## src/rtl/reorder_buffer.sv

```systemverilog
// Reorder buffer: in-order retirement, writeback completion and branch-mispredict squash.
// Optional perf counters (perf_commits, perf_flushes) enabled by defining ROB_PERF_CNT_EN.
module reorder_buffer #(
   parameter int DEPTH  = 16,
   parameter int PREG_W = 7,
   localparam int TAG_W = $clog2(DEPTH)
) (
   input  logic              clk,
   input  logic              reset,
   input  logic              alloc_valid,
   output logic              alloc_ready,
   input  logic [PREG_W-1:0] alloc_pd_new,
   input  logic [PREG_W-1:0] alloc_pd_old,
   input  logic              alloc_is_branch,
   output logic [TAG_W-1:0]  alloc_tag,
   input  logic              wb_valid,
   input  logic [TAG_W-1:0]  wb_tag,
   input  logic              wb_mispredict,
   output logic              free_valid,
   output logic [PREG_W-1:0] free_preg,
   output logic              commit_valid,
   output logic [TAG_W-1:0]  commit_tag,
   output logic              mispredict,
   output logic              full,
   output logic              empty
`ifdef ROB_PERF_CNT_EN
   ,
   output logic [31:0]       perf_commits,
   output logic [31:0]       perf_flushes
`endif
);

   logic [DEPTH-1:0]  valid_q, valid_next;
   logic [DEPTH-1:0]  done_q, done_next;
   logic [DEPTH-1:0]  branch_q;
   logic [PREG_W-1:0] pd_new_q [DEPTH];
   logic [PREG_W-1:0] pd_old_q [DEPTH];

   logic [TAG_W-1:0]  head_q, tail_q;
   logic [TAG_W:0]    count_q, count_next;
   logic              flush_q;

   logic              alloc_fire, retire_fire, flush_event;
   logic [TAG_W-1:0]  wb_dist, rel;
   logic [TAG_W:0]    keep_count, retire_dec;

   assign full        = (count_q == (TAG_W+1)'(DEPTH));
   assign empty       = (count_q == '0);
   assign alloc_ready = !full && !flush_q;
   assign alloc_tag   = tail_q;
   assign mispredict  = flush_q;

   assign alloc_fire  = alloc_valid && alloc_ready;
   assign retire_fire = valid_q[head_q] && done_q[head_q];
   assign flush_event = wb_valid && wb_mispredict && valid_q[wb_tag] && branch_q[wb_tag];

   // Entries kept after a squash run from head up to and including the branch.
   assign wb_dist    = wb_tag - head_q;
   assign keep_count = {1'b0, wb_dist} + (TAG_W+1)'(1);
   assign retire_dec = {{TAG_W{1'b0}}, retire_fire};

   always_comb begin
      // NOTE: every combinational output gets a default first so no latch is inferred.
      valid_next = valid_q;
      done_next  = done_q;
      rel        = '0;
      count_next = count_q + {{TAG_W{1'b0}}, alloc_fire} - retire_dec;
      if (retire_fire)
         valid_next[head_q] = 1'b0;
      if (wb_valid && valid_q[wb_tag])
         done_next[wb_tag] = 1'b1;
      if (flush_event) begin
         // A same-cycle allocation is younger than the branch and is simply dropped.
         for (int i = 0; i < DEPTH; i++) begin
            rel = TAG_W'(i) - head_q;
            if (rel > wb_dist)
               valid_next[i] = 1'b0;
         end
         count_next = keep_count - retire_dec;
      end else if (alloc_fire) begin
         valid_next[tail_q] = 1'b1;
         done_next[tail_q]  = 1'b0;
      end
   end

   // NOTE: sequential state uses non-blocking assignments only.
   always_ff @(posedge clk) begin
      if (reset) begin
         valid_q      <= '0;
         done_q       <= '0;
         head_q       <= '0;
         tail_q       <= '0;
         count_q      <= '0;
         flush_q      <= 1'b0;
         commit_valid <= 1'b0;
         commit_tag   <= '0;
         free_valid   <= 1'b0;
         free_preg    <= '0;
      end else begin
         valid_q      <= valid_next;
         done_q       <= done_next;
         count_q      <= count_next;
         flush_q      <= flush_event;
         commit_valid <= retire_fire;
         commit_tag   <= retire_fire ? head_q : '0;
         free_valid   <= retire_fire && (pd_new_q[head_q] != '0);
         free_preg    <= (retire_fire && (pd_new_q[head_q] != '0)) ? pd_old_q[head_q] : '0;
         if (retire_fire)
            head_q <= head_q + TAG_W'(1);
         if (flush_event)
            tail_q <= wb_tag + TAG_W'(1);
         else if (alloc_fire)
            tail_q <= tail_q + TAG_W'(1);
      end
   end

   // NOTE: payload storage has no reset; valid_q alone decides whether an entry means anything.
   always_ff @(posedge clk) begin
      if (alloc_fire && !flush_event) begin
         pd_new_q[tail_q] <= alloc_pd_new;
         pd_old_q[tail_q] <= alloc_pd_old;
         branch_q[tail_q] <= alloc_is_branch;
      end
   end

`ifdef ROB_PERF_CNT_EN
   always_ff @(posedge clk) begin
      if (reset) begin
         perf_commits <= '0;
         perf_flushes <= '0;
      end else begin
         if (retire_fire)
            perf_commits <= perf_commits + 32'd1;
         if (flush_event)
            perf_flushes <= perf_flushes + 32'd1;
      end
   end
`endif

endmodule

```

## config.mk

```make
export PLATFORM = sky130hd
export DESIGN_NAME = reorder_buffer
export DESIGN_NICKNAME = d
export VERILOG_FILES = /design/src/rtl/reorder_buffer.sv
export SDC_FILE = /design/constraint.sdc
export NUM_CORES = 1
export LEC_CHECK = 0
export ABC_AREA = 1
export CAP_MARGIN = 10
export CORE_ASPECT_RATIO = 0.9
export CORE_MARGIN = 5
export CORE_UTILIZATION = 55
export CTS_BUF_LIST = sky130_fd_sc_hd__clkbuf_2
export DETAILED_ROUTE_END_ITERATION = 10
export PLACE_DENSITY = 0.76
export SYNTH_ARGS = -nofsm -noshare
export SYNTH_HDL_FRONTEND = slang
export SYNTH_SLANG_ARGS = --single-unit
export TNS_END_PERCENT = 20
```

## constraint.sdc

```tcl
create_clock -name clk -period 3.3 [get_ports clk]
set_input_delay 0.99 -clock clk [delete_from_list [all_inputs] [get_ports clk]]
set_output_delay 0.99 -clock clk [all_outputs]
set_load 0.02 [all_outputs]
```

Word level (Yosys, flattened, before mapping)
Memories as Yosys holds them, arrays and structs flattened. A register that Yosys moved wholly into a read port is not among the register bits.
Cells that the tools add are included.
{"block": "totals", "reg_bits": 68, "mem_bits_rw": 224, "input_bits": 24, "out_inout_bits": 21, "word_cells": 131, "mem_count": 2}
{"block": "classes", "n_addsub": 24, "order_cmp": 22, "n_eq_ne": 1, "muxes": 44, "bitwise": 8, "n_reduce_logical": 20}
{"name": "pd_new_q", "words": 16, "width": 7, "read_ports": 1, "rd_ports_with_merged_regs": 1, "write_ports": 1, "line": "36", "text": "logic [PREG_W-1:0] pd_new_q [DEPTH];"}
{"name": "pd_old_q", "words": 16, "width": 7, "read_ports": 1, "rd_ports_with_merged_regs": 1, "write_ports": 1, "line": "37", "text": "logic [PREG_W-1:0] pd_old_q [DEPTH];"}
{"operator": "$mux 16", "count": 6}
{"operator": "$gt 4x4->1", "count": 16}
{"operator": "$and 16x16->16", "count": 2}
{"operator": "$not 16->16", "count": 2}
{"operator": "$or 16x16->16", "count": 2}
{"operator": "$sub 4x4->4 const A", "count": 8}
{"operator": "$mux 1", "count": 25}
{"operator": "$bmux 1 s4", "count": 4}
{"operator": "$bwmux 16", "count": 1}
{"operator": "$mux 4", "count": 4}
{"operator": "$sub 3x4->4 const A", "count": 4}
{"operator": "$lt 4x5->1 const B", "count": 3}
{"operator": "$add 4x1->4 const B", "count": 3}
{"operator": "$demux 1 s4", "count": 3}
{"operator": "$ge 4x1->1 const B", "count": 3}
{"operator": "$logic_and 1x1->1", "count": 12}
{"operator": "$sub 5x1->5", "count": 2}
{"operator": "$sub 1x4->4 const A", "count": 2}
{"operator": "$sub 2x4->4 const A", "count": 2}
{"operator": "$reduce_bool 7->1", "count": 1}
{"operator": "$add 4x1->5 const B", "count": 1}
{"operator": "$add 5x1->5", "count": 1}
{"operator": "$eq 5x5->1 const B", "count": 1}
{"operator": "$logic_not 5->1", "count": 1}
{"operator": "other kinds (6)", "count": 10}

Longest topological paths before layout
{"block": "depth", "word_depth": 10, "ltp_mapped": 19, "mapped_depth_nobuf": 17}

Least setup slack after synthesis
Ideal clock, no wire load.
{"block": "synth_timing", "kind": "input -> register", "start": "input wb_tag[0]", "end": "register valid_q[7]", "setup_ps": 70, "arrival_time_ps": 3458, "required_ps": 3230, "slack_ps": -228, "stages": 14, "path_buffers": 1, "path_cell_list": "inv_2 > buf_4 > ha_1 > inv_1 > fa_1 > xnor2_1 > ha_1 > a21oi_1 > o21bai_1 > inv_1 > nor2_1 > a211oi_1 > or2_1 > a21oi_1"}
{"block": "synth_via", "elab_chain_cells": 5, "word_cells_on_any_way": 10, "cone_classes": "1 x add/sub; 1 x order compare; 6 x mux; 2 x reduce/logical"}
{"element": "start, declared", "line": "17", "text": "input logic [TAG_W-1:0] wb_tag,"}
{"element": "branches (longest 4 deep; another with $sub 4x4->4)"}
{"element": "$mux 16 *", "line": "72", "text": "if (flush_event) begin"}
{"element": "end signal, assigned", "line": "100", "text": "valid_q <= valid_next;"}
{"element": "end, declared", "line": "33", "text": "logic [DEPTH-1:0] valid_q, valid_next;"}
Mark *: on every way between the ends. The select of a mux whose other input is x is not followed.
A chain may end at the register's enable or synchronous reset.

Worst setup path after layout
{"block": "layout_timing", "start": "register count_q[2]", "end": "output alloc_ready"}
{"block": "layout_via", "elab_chain_cells": 3}
{"element": "start, declared", "line": "40", "text": "logic [TAG_W:0] count_q, count_next;"}
{"element": "start signal, assigned", "line": "102", "text": "count_q <= count_next;"}
{"element": "$eq 5x5->1", "line": "47", "text": "assign full = (count_q == (TAG_W+1)'(DEPTH));"}
{"element": "$logic_not 1->1", "line": "49", "text": "assign alloc_ready = !full && !flush_q;"}
{"element": "$logic_and 1x1->1", "line": "49"}
{"element": "end, declared", "line": "11", "text": "output logic alloc_ready,"}
No other way between the ends.

==> impl_metrics.toml <==
[placed_design]
gp_congestion = 1.02
numPortBuffers = 44
hpwl_um = 20800

[sta]
fin_crit_sh_pct = 93.2
setup_viol = 0
fin_skew_ns = 0.0732
period_needed_ns = 3.07
hold_ws_ns = 0.465
worst_pin_slew_ns = 0.705
maxSlewHeadroom_pct = 52.9
drv_slew = 0
max_freq_mhz = 325
hold_viol_final = 0
rsz0062_at_grt = "false"

[worst_setup_path]
crit_buf_inv = 3
worst_path_dominant_cell_family = "simple AND/OR/NAND/NOR gates"
crit_arrival_ns = 2.08
critPathLaunchType = "flop"
max_stage_delay_ns = 0.35
crit_path_frequent_cell = "inv_1"
path_class = "reg -> out"
cp.required_ns = 2.31
slowest_stage = "dfxtp_1"
end_kind = "output pin"
crit_chain = "inv_1, ha_1, nand2_1, nor2_1, or2_2, inv_1, clkbuf_2"
cp_max_fo = 2

[floorplanning]
dieWidth_um = 172
start_util_pct = 55.8
row_count = 53
coreArea_um2 = 23300
die_h_um = 156
io-pin-count = 45
die_area_um2 = 26900

[synthesis]
synth_nets = 1243
synth.top_cell.area_share_pct = 55.3
synthCells = 1167
synth_warnings = 0
synth.avg_cell_area_um2 = 11.2
synth_seq_area_share_pct = 65.0
ys_types = 47
yosys-top-cells-area = "edfxtp_1 55%, dfxtp_1 9.7%, nand2_1 5.0%"
ys_seq_elements = 303
synth_edf_count = 240
synth_flop_cell = "edfxtp_1"
syn_area_um2 = 13000
synth_async_sr_flop_share_pct = 0
synth_top_area_cell = "edfxtp_1"

[finish]
area_delta_synth_final_pct = 17.4
drive_gt1_share_pct = 18.3
nets = 1421
layout_common_cells = "240 x edfxtp_1, 174 x nand2_1, 127 x nor2_1, 113 x clkbuf_2, 112 x inv_1"
nFillCells = 1821
final_common_cell = "edfxtp_1"

[power_and_ir_drop]
p_per_area_nw_per_um2 = 728
vdd_drop_max_v = 0.000374
leakagePower_nw = 6.15
p_total_w = 0.0111

[grt]
grt_pass1_vias = 9393
grt-ovfl-total = 0
antenna_found_initial = 1
grtUsageTotal_pct = 24.5
grt_max_degree = 61
grt_pass1_wl_um = 50100

[clock_network]
numCtsBuffers = 74
cts_sinks = 303
ctsRootBufferMaster = "clkbuf_2"
clkLatencyLatePin_ns = 0.86
clk_pin_slew_ns = 0.11
htree_levels = 3
cts-hold-fix-buffers = 0
cts.path.max_buffers = 3
cts_tree = "yes"

[min_path]
hold_class = "reg -> reg"

[detailed_routing]
drc = 0
ant_nets = 0
drt_pass1_iterations = 6
drt_iter0_drc = 1142
wire_per_inst_um = 19.1
wl_um = 32600
vias = 9577
via_per_inst = 5.62

[job]
maxCapViolations = 0

[status]
status = "complete, no violations"
[registers in the layout (all words and copies together) (netlist names), named ones only]
signal        flops
alloc_tag         4
branch_q         16
commit_tag        4
commit_valid      1
count_q           5
done_q           16
free_preg         7
free_valid        1
head_q            4
mispredict        1
pd_new_q        112
pd_old_q        112
valid_q          16
[layer usage]
layer | vias to the layer above | wire (um) | global-route usage, %
li1 | 4510 | - | -
met1 | 4503 | 13800 | 34.8
met2 | 499 | 14900 | 38.0
met3 | 65 | 3140 | 4.64
met4 | 0 | 736 | 8.72
met5 | - | 0 | 0
[logic make-up (layout without fill, tap and decap cells)]
logic type / Yosys count / after routing / synth area share [%]
simple gates: 419 / 419 / 13.8
flops: 303 / 303 / 65.0
compound gates: 219 / 219 / 10.1
buf+inv: 161 / 396 / 5.05
fa+ha+maj: 52 / 52 / 5.16
xor+xnor: 13 / 13 / 0.873
other cells: 0 / 1 / 0
[final cells by class]
type / instances / area [um^2] / share of cell area, %
Multi-Input combinational cell: 703 / 3930 / 25.7
Timing Repair Buffer: 145 / 1400 / 9.11
Clock buffer: 112 / 561 / 3.66
Inverter: 118 / 443 / 2.89
Tap cell: 302 / 378 / 2.47
Sequential cell: 303 / 8470 / 55.3
Antenna cell: 1 / 2.50 / 0.0163
Clock inverter: 21 / 130 / 0.850
[worst min-delay path: stages, from the launching register on]
cell and delay (ns):
dfxtp_1 0.32, inv_1 0.06, a21oi_1 0.06
[what timing repair did]
item,4_1_cts,5_1_grt
setup endpoints to repair,2,2
cloned,0,0
resized for setup,3,2
setup buffers,0,0
[Yosys cell counts (3+ instances only)]
| library cell | number |
|---|---|
| buf_6 | 3 |
| nor4_1 | 24 |
| o22ai_1 | 5 |
| dfxtp_1 | 63 |
| nand2_1 | 174 |
| nand4_1 | 3 |
| o211ai_1 | 10 |
| clkbuf_1 | 23 |
| nor2_2 | 3 |
| a31oi_1 | 5 |
| inv_1 | 112 |
| edfxtp_1 | 240 |
| a31o_2 | 14 |
| inv_2 | 4 |
| buf_4 | 5 |
| ha_1 | 49 |
| buf_2 | 10 |
| xnor2_1 | 3 |
| o21bai_1 | 5 |
| xor2_1 | 10 |
| nand2_2 | 3 |
| or2_2 | 3 |
| o21ai_0 | 86 |
| nor2_1 | 127 |
| a32o_1 | 3 |
| fa_1 | 3 |
| a22oi_1 | 3 |
| nor3_1 | 9 |
| o221ai_1 | 22 |
| a21oi_1 | 58 |
| nand3_1 | 63 |
[power breakdown]
part	internal [W]	leakage [nW]	switching [W]
Sequential	0.00434	2.68	0.000128
Combinational	0.00165	2.94	0.00255
Clock	0.000994	0.525	0.00148
Total	0.00698	6.15	0.00416
[per-stage QoR]
stage                     setup TNS (ns)  setup WS, ns  utilization [%]  instance area [um^2]  std cells
final                                  0         0.226             65.6                 15300       1705
after global routing                   0        0.0639             65.6                 15300       1705
after CTS                              0        0.0163             65.6                 15300       1704
after detailed placement          -66.41        -0.454             62.6                 14600       1571
after global placement            -43.96        -0.363             62.6                 14600       1571
after floorplan                        0        0.0216                -                 13100       1167
[worst paths after layout]
check                           slack (ns)  depth (start not counted)                   start                      to
worst max-delay path                  0.23                          7   count_q[2]$_SDFF_PP0_             alloc_ready
worst min-delay path                  0.47                          2    done_q[3]$_SDFF_PP0_    done_q[3]$_SDFF_PP0_
worst max register to register        0.42                         10  head_q[0]$_SDFFE_PP0N_  valid_q[14]$_SDFF_PP0_
worst min register to register        0.47                          2    done_q[3]$_SDFF_PP0_    done_q[3]$_SDFF_PP0_
No activity file was read; power rests on OpenSTA's default activity.
